**src/rtl/ring_router_mux.sv**
```systemverilog
// ring_router_mux: output-side arbiter of a ring router station.
// Merges pass-through ring worms and locally injected worms onto the
// outgoing ring link. Whole worms are granted (first..last), never
// interleaved. A ring burst limit bounds how long a waiting local worm can
// be starved. The datapath is purely combinational (zero latency).
// Optional statistics counters are enabled with the macro
// RING_ROUTER_MUX_STATS_EN. Arbitration is the same with or without it.
module ring_router_mux #(
    parameter int MAX_RING_BURST = 4,
    parameter int CNT_WIDTH      = 16
) (
    input  logic                 clk,
    input  logic                 rst,
    input  logic [15:0]          in_ring_data,
    input  logic                 in_ring_first,
    input  logic                 in_ring_last,
    input  logic                 in_ring_valid,
    output logic                 in_ring_ready,
    input  logic [15:0]          in_local_data,
    input  logic                 in_local_first,
    input  logic                 in_local_last,
    input  logic                 in_local_valid,
    output logic                 in_local_ready,
    output logic [15:0]          out_ring_data,
    output logic                 out_ring_first,
    output logic                 out_ring_last,
    output logic                 out_ring_valid,
    input  logic                 out_ring_ready
`ifdef RING_ROUTER_MUX_STATS_EN
    ,
    output logic [CNT_WIDTH-1:0] stat_ring_worms,
    output logic [CNT_WIDTH-1:0] stat_local_worms,
    output logic [CNT_WIDTH-1:0] stat_local_forced
`endif
);

    typedef enum logic [1:0] {
        IDLE      = 2'd0,
        FWD_RING  = 2'd1,
        FWD_LOCAL = 2'd2
    } state_t;

    localparam int STREAK_W = (MAX_RING_BURST < 1) ? 1 : $clog2(MAX_RING_BURST + 1);
    localparam logic [STREAK_W-1:0] STREAK_MAX  = STREAK_W'(MAX_RING_BURST);
    localparam logic [STREAK_W-1:0] STREAK_ONE  = STREAK_W'(32'd1);
    localparam logic [STREAK_W-1:0] STREAK_ZERO = {STREAK_W{1'b0}};
    localparam bit GUARD_EN = (MAX_RING_BURST != 0);

    // Reject configurations that cannot work at elaboration time.
    generate
        if ((MAX_RING_BURST < 0) || (CNT_WIDTH < 1)) begin : g_bad_params
            $error("ring_router_mux: MAX_RING_BURST must be >= 0 and CNT_WIDTH >= 1");
        end
    endgenerate

    state_t              state_r;
    state_t              state_nxt_s;
    logic [STREAK_W-1:0] ring_streak_r;
    logic [STREAK_W-1:0] streak_nxt_s;
    logic                guard_s;
    logic                forced_s;
    logic                sel_local_s;
    logic                xfer_s;
    logic                worm_done_s;

    // Source selection: arbitrate only in IDLE, stay locked inside a worm.
    always_comb begin
        guard_s     = 1'b0;
        forced_s    = 1'b0;
        sel_local_s = 1'b0;
        if (GUARD_EN && (ring_streak_r >= STREAK_MAX)) begin
            guard_s = 1'b1;
        end else begin
            guard_s = 1'b0;
        end
        case (state_r)
            IDLE: begin
                forced_s    = in_local_valid & in_ring_valid & guard_s;
                sel_local_s = (in_local_valid & ~in_ring_valid) | forced_s;
            end
            FWD_RING:  sel_local_s = 1'b0;
            FWD_LOCAL: sel_local_s = 1'b1;
            default:   sel_local_s = 1'b0;
        endcase
    end

    // Zero-latency datapath. Reset masks valid/ready at once.
    always_comb begin
        out_ring_data  = in_ring_data;
        out_ring_first = in_ring_first;
        out_ring_last  = in_ring_last;
        out_ring_valid = 1'b0;
        in_ring_ready  = 1'b0;
        in_local_ready = 1'b0;
        if (sel_local_s) begin
            out_ring_data  = in_local_data;
            out_ring_first = in_local_first;
            out_ring_last  = in_local_last;
            out_ring_valid = in_local_valid & ~rst;
            in_local_ready = out_ring_ready & ~rst;
        end else begin
            out_ring_valid = in_ring_valid & ~rst;
            in_ring_ready  = out_ring_ready & ~rst;
        end
    end

    assign xfer_s = out_ring_valid & out_ring_ready;

    // Next-state and ring streak update on worm boundaries.
    always_comb begin
        state_nxt_s  = state_r;
        streak_nxt_s = ring_streak_r;
        worm_done_s  = xfer_s & out_ring_last;
        case (state_r)
            IDLE: begin
                if (xfer_s && !out_ring_last) begin
                    state_nxt_s = sel_local_s ? FWD_LOCAL : FWD_RING;
                end else begin
                    state_nxt_s = IDLE;
                end
            end
            FWD_RING, FWD_LOCAL: begin
                if (worm_done_s) begin
                    state_nxt_s = IDLE;
                end else begin
                    state_nxt_s = state_r;
                end
            end
            default: state_nxt_s = IDLE;
        endcase
        if (worm_done_s) begin
            if (sel_local_s) begin
                streak_nxt_s = STREAK_ZERO;
            end else if (in_local_valid) begin
                if (ring_streak_r != STREAK_MAX) begin
                    streak_nxt_s = ring_streak_r + STREAK_ONE;
                end else begin
                    streak_nxt_s = ring_streak_r;
                end
            end else begin
                streak_nxt_s = STREAK_ZERO;
            end
        end else begin
            streak_nxt_s = ring_streak_r;
        end
    end

    // State register and ring streak counter.
    always_ff @(posedge clk or posedge rst) begin
        if (rst) begin
            state_r       <= IDLE;
            ring_streak_r <= STREAK_ZERO;
        end else begin
            state_r       <= state_nxt_s;
            ring_streak_r <= streak_nxt_s;
        end
    end

`ifdef RING_ROUTER_MUX_STATS_EN
    localparam logic [CNT_WIDTH-1:0] CNT_MAX = {CNT_WIDTH{1'b1}};
    localparam logic [CNT_WIDTH-1:0] CNT_ONE = CNT_WIDTH'(32'd1);

    // Saturating worm and forced-grant statistics counters.
    always_ff @(posedge clk or posedge rst) begin
        if (rst) begin
            stat_ring_worms   <= {CNT_WIDTH{1'b0}};
            stat_local_worms  <= {CNT_WIDTH{1'b0}};
            stat_local_forced <= {CNT_WIDTH{1'b0}};
        end else begin
            if (worm_done_s && !sel_local_s && (stat_ring_worms != CNT_MAX)) begin
                stat_ring_worms <= stat_ring_worms + CNT_ONE;
            end
            if (worm_done_s && sel_local_s && (stat_local_worms != CNT_MAX)) begin
                stat_local_worms <= stat_local_worms + CNT_ONE;
            end
            if ((state_r == IDLE) && forced_s && xfer_s && (stat_local_forced != CNT_MAX)) begin
                stat_local_forced <= stat_local_forced + CNT_ONE;
            end
        end
    end
`endif

endmodule

```
**config.mk**
```make
export PLATFORM = sky130hd
export DESIGN_NAME = ring_router_mux
export DESIGN_NICKNAME = d
export VERILOG_FILES = /design/src/rtl/ring_router_mux.sv
export SDC_FILE = /design/constraint.sdc
export NUM_CORES = 1
export LEC_CHECK = 0
export BUFFER_PORTS_ARGS = -buffer_cell sky130_fd_sc_hd__buf_2
export CAP_MARGIN = 20
export CORE_MARGIN = 8
export CORE_UTILIZATION = 36
export CTS_BUF_LIST = sky130_fd_sc_hd__clkbuf_4
export DETAILED_ROUTE_END_ITERATION = 10
export GPL_ROUTABILITY_DRIVEN = 0
export HOLD_SLACK_MARGIN = 0.03
export PLACE_DENSITY = 0.78
export SYNTH_ARGS = -nofsm -noshare
export SYNTH_HDL_FRONTEND = slang
export SYNTH_SLANG_ARGS = --single-unit
```
**constraint.sdc**
```tcl
create_clock -name clk -period 2.1 [get_ports clk]
set_clock_uncertainty 0.2 [all_clocks]
set_input_delay 0.315 -clock clk [delete_from_list [all_inputs] [get_ports clk]]
set_output_delay 0.315 -clock clk [all_outputs]
set_load 0.02 [all_outputs]
```
Yosys cells after proc, flatten, opt, wreduce, memory -nomap -nowiden --
Index checks and enable logic that the tools add are counted.
Word-level totals: bits in registers 5, input bits 41, logic and storage cells 40
Cells by class: $add $sub $neg 1, magnitude comparators 1, eq/ne operators 5, mux-type cells 15, bitwise operators 11, reduce and logical (&&, ||, !) cells 5
Operators by type and width (number):
- $mux 16 | 1
- $mux 3 | 3
- $and 1x1->1 | 8
- $mux 1 | 6
- $mux 2 | 3
- $pmux 2 s2 | 1
- $add 3x1->3 const B | 1
- $ge 3x3->1 const B | 1
- $ne 3x1->1 const B | 1
- $ne 3x3->1 const B | 1
- $eq 2x1->1 const B | 1
- $eq 2x2->1 const B | 1
- $logic_not 2->1 | 1
- $ne 2x2->1 const B | 1
- $not 1->1 | 2
- $pmux 1 s2 | 1
- $reduce_and 2->1 | 1
- $reduce_or 2->1 | 1
- $logic_and 1x1->1 | 1
- $logic_not 1->1 | 1
- $or 1x1->1 | 1

Depth between registers and ports, before layout --
depth in word-level cells 10, mapped depth 7

Worst setup path after synthesis --
OpenSTA, ideal clock, no wires.
path kind reg-to-output, start register state_r[0], end output port out_ring_data[11], arrival time 1.445 ns, data required time 1.585 ns, setup slack 0.140 ns, cell stages (with the launch flop) 6, cell sequence dfrtp_1 inv_1 ha_1 a31oi_4 buf_4 mux2_1
Between the ends: longest elaborated chain between the ends 3, elaborated cells between the ends (all ways) 4, those cells by class eq/ne (1); mux (2); reduce/logical (1)
Ends and longest elaborated chain:
- from (decl) | RTL line 56 | state_t state_r;
- from (signal assigned) | RTL line 154 | state_r <= state_nxt_s;
- $eq 2x2->1 / $logic_not 2->1 (equally long branches)
- $pmux 1 s2 * | RTL line 76 | case (state_r)
- $mux 16 * | RTL line 95 | if (sel_local_s) begin
- to (decl) | RTL line 24 | output logic [15:0] out_ring_data,
Mark *: on every way between the ends. The rest lies on a longest branch, timed or not.

Final worst setup path --
start register state_r[1], end output port out_ring_first
Between the ends: longest elaborated chain between the ends 3, elaborated cells between the ends (all ways) 4, those cells by class eq/ne (1); mux (2); reduce/logical (1)
Ends and longest elaborated chain:
- $eq 2x2->1 / $logic_not 2->1 (equally long branches)
- $pmux 1 s2 * | RTL line 76
- $mux 1 * | RTL line 95
- to (decl) | RTL line 25 | output logic out_ring_first,
Marks and branches as above.

==> metrics.md <==
| Metric | Value |
|---|---|
| Grt met2 use | a little under a quarter |
| R2R cell count | 9 |
| Final Max Slew Viols | 0 |
| FF/Latch Area | between 100 and 150 µm² |
| Top cells by count, synth | mux2_1, inv_1, mux2_2, dfrtp_1, nand2_1 |
| Worst Setup Start Kind | flip-flop |
| Vias/cell | ~4.9 |
| Status | complete, but fails checks |
| Max-cap viol count | 0 |
| Reg2reg setup slack | 0.17 ns |
| Gr busiest metal | met2 |
| I/O pins | 62 |
| GR Overflow Total | 0 |
| Synth cell types | 24 |
| Diodes inserted | 0 |
| Antenna violations before repair | 0 |
| Clock latency on the worst-skew pair | 0.23 ns |
| Internal power | about 0.34 mW |
| Antenna viol nets, final | 0 |
| Chip Width | 57.7 µm |
| PnR worst setup slack | -0.175 ns |
| Core area | 1690 µm² |
| Final net count | ~190 |
| Met1 usage | 12.7% |
| Register area share after synthesis | roughly a fifth |
| Total track usage | 13.1% |
| Failing checks | negative setup slack |
| Synth Area per Inst | 9.48 µm² |
| First-pass GRT wire length | 3.59 mm |
| EDFF count, synth | 0 |
| Residual DRC | 0 |
| Most frequent cell after synthesis | mux2_1 |
| Area delta synth->final | 74.0% |
| Combinational Power Share | a little under three fifths |
| Die height | 57.7 µm |
| Number of global-route vias before repair | 796 |
| Initial Utilization | 37.0% |
| Die footprint | 3330 µm² |
| Arr. time, crit path | 1.76 ns |
| Leakage | roughly 0.57 nW |
| Slew @ Worst Pin | 0.234 ns |
| Drt first pass iters | 2 |
| Ys flop type | dfrtp_1 |
| Total number of vias | 765 |
| Hold WS | around 0.14 ns |
| Asr flop ratio synth | between 90% and 100% |
| Worst setup EP type | output port |
| TritonCTS clock tree | yes |
| CP max FO | 9 |
| Switching Share | 34.7% |
| WL final | 2.25 mm |
| Count of final hold-check violations | 0 |
| # port buffers | 61 |
| Initial drt markers | 10 |
| Wire per inst | 14.4 µm |
| Largest net degree at the start of global routing | 10 |
| Flip-flop and latch count after synthesis | 5 |
| CP required | 1.58 ns |
| Syn Inst Count | 66 |
| RSZ-0062 raised after global routing | yes |
| TNS Setup | -2.86 ns |
| Clock Power Share | 22.0% |
| Pwr/cell area | 485 nW/µm² |
| Hold path start | in_local_last |
| CTS buffer count | 3 |
| Root buf cell | clkbuf_4 |
| Fmax | 440 MHz |
| Worst R2R Start | state_r[1] |
| Power Total | 0.528 mW |
| Fin crit period | 2.27 ns |
| Dpl hpwl | 1.96 mm |
| HP Class | in2reg |
| Final Setup Violations | 18 |
| Met3 GRT Util | 6.84% |
| Post-synthesis cell area | 626 µm² |
| Ranking of synthesized cells by area | mux2_1, dfrtp_1, mux2_2 |
| Reg power frac | 22.7% |
| CP Launch Point | state_r[1] |
| Clock transition at path regs | 0.04 ns |
| Clock Tree Buf Depth | 2 |
| H-tree depth | 1 |
| WS Path Type | reg2out |
| Max_slew headroom | 84.3% |
| VDD IR max | 0.000394 V |
| Final Cycle Share | 108% |
| Synth warn | 0 |
| Final core utilization | ~64% |
| Standard-cell rows | 15 |
| Multi-input logic area | 472 µm² |
| Clock Sink Count | 5 |
| Layout cells sized above 1 | a little over three fifths |
| Fill count | 147 |
| Top cell type by total area after synthesis | mux2_1 |
| Post-Syn Nets | 111 |
| Synth top area share | 21.6% |
| Net Switching | 0.183 mW |
| Hold Path Cell Cnt | 2 |
[flip-flops by register name, indices dropped and copies added (netlist names)]
name           cells
state_r            2
ring_streak_r      3
[layout by cell type (no fill, tap or decap)]
cell	instances
buf_2	60
mux2_1	12
buf_4	8
mux2_2	6
nand2_1	5
inv_1	5
dfrtp_1	5
nor2_1	4
clkbuf_4	4
nand3_1	3
o21ai_1	2
nand2b_1	2
nand3b_1	2
o32ai_1	2
ha_1	2
ha_2	2
a21oi_2	1
nand2b_4	1
a31oi_4	1
mux2i_2	1
nor2b_2	1
a31o_1	1
and2_1	1
and3_1	1
a21oi_1	1
inv_2	1
a22o_1	1
a2bb2oi_1	1
buf_16	1
dlygate4sd3_1	1
buf_12	1
[worst max-delay path, cell delays in order (launching register included)]
cell,delay [ns]
dfrtp_1,0.37
inv_1,0.05
ha_2,0.19
a31oi_4,0.16
buf_4,0.15
buf_12,0.12
mux2_1,0.33
buf_2,0.16
[layer usage]
layer | share of wire, % | vias to the layer above | routed length, µm
met5 | 0 | - | 0
met4 | 0 | 0 | 0
met3 | 15 | 0 | 345
met2 | 46 | 46 | 1050
met1 | 38 | 336 | 859
li1 | - | 383 | -
[worst paths after layout]
check,end
worst max-delay path,out_ring_first
worst min-delay path,state_r[1]
worst max register to register,state_r[0]
worst min register to register,ring_streak_r[1]
max in group asynchronous,ring_streak_r[0]
min in group asynchronous,state_r[1]
[power by group through the flow]
stage | sequential, mW | clock, mW | combinational (mW)
2_1_floorplan | 0.121 | 0 | 0.170
3_3_place_gp | 0.121 | 0 | 0.264
3_5_place_dp | 0.121 | 0 | 0.271
4_1_cts | 0.120 | 0.121 | 0.295
5_1_grt | 0.122 | 0.126 | 0.318
6_report | 0.120 | 0.116 | 0.292
[area by class of cell]
type                            instances  share of cell area (%)
Inverter                                6                    2.07
Multi-Input combinational cell         53                    43.3
Timing Repair Buffer                   71                    38.4
Clock buffer                            4                    2.76
Tap cell                               17                    1.95
Sequential cell                         5                    11.5
[stage by stage]
| stage | setup slack [ns] | cell area, µm² | instances |
|---|---|---|---|
| 6_report | -0.175 | 1090 | 156 |
| 5_1_grt | -0.235 | 1090 | 156 |
| 4_1_cts | -0.174 | 1090 | 156 |
| 3_5_place_dp | 0.0771 | 987 | 147 |
| 3_3_place_gp | 0.110 | 987 | 147 |
| 2_1_floorplan | 0.140 | 626 | 66 |
[repair_timing]
action                                  in CTS  in global routing
pin swaps                                    0                  0
endpoints found under the hold margin        5                  0
endpoints found under the setup margin      18                 19
setup buffers                                3                  0
gates cloned                                 1                  0
hold buffers                                 1                  0
gates resized for setup                      4                  2
[kinds of logic after synthesis]
| kind of cell | share of synthesized area (%) |
|---|---|
| and+or+nand+nor | 17.8 |
| muxes | 34.0 |
| AOI/OAI and AO/OA | 14.2 |
| buffers and inverters | 6.00 |
| DFF | 20.0 |
| adders and majority gates | 8.00 |
Power figures use the tool's default switching activity.
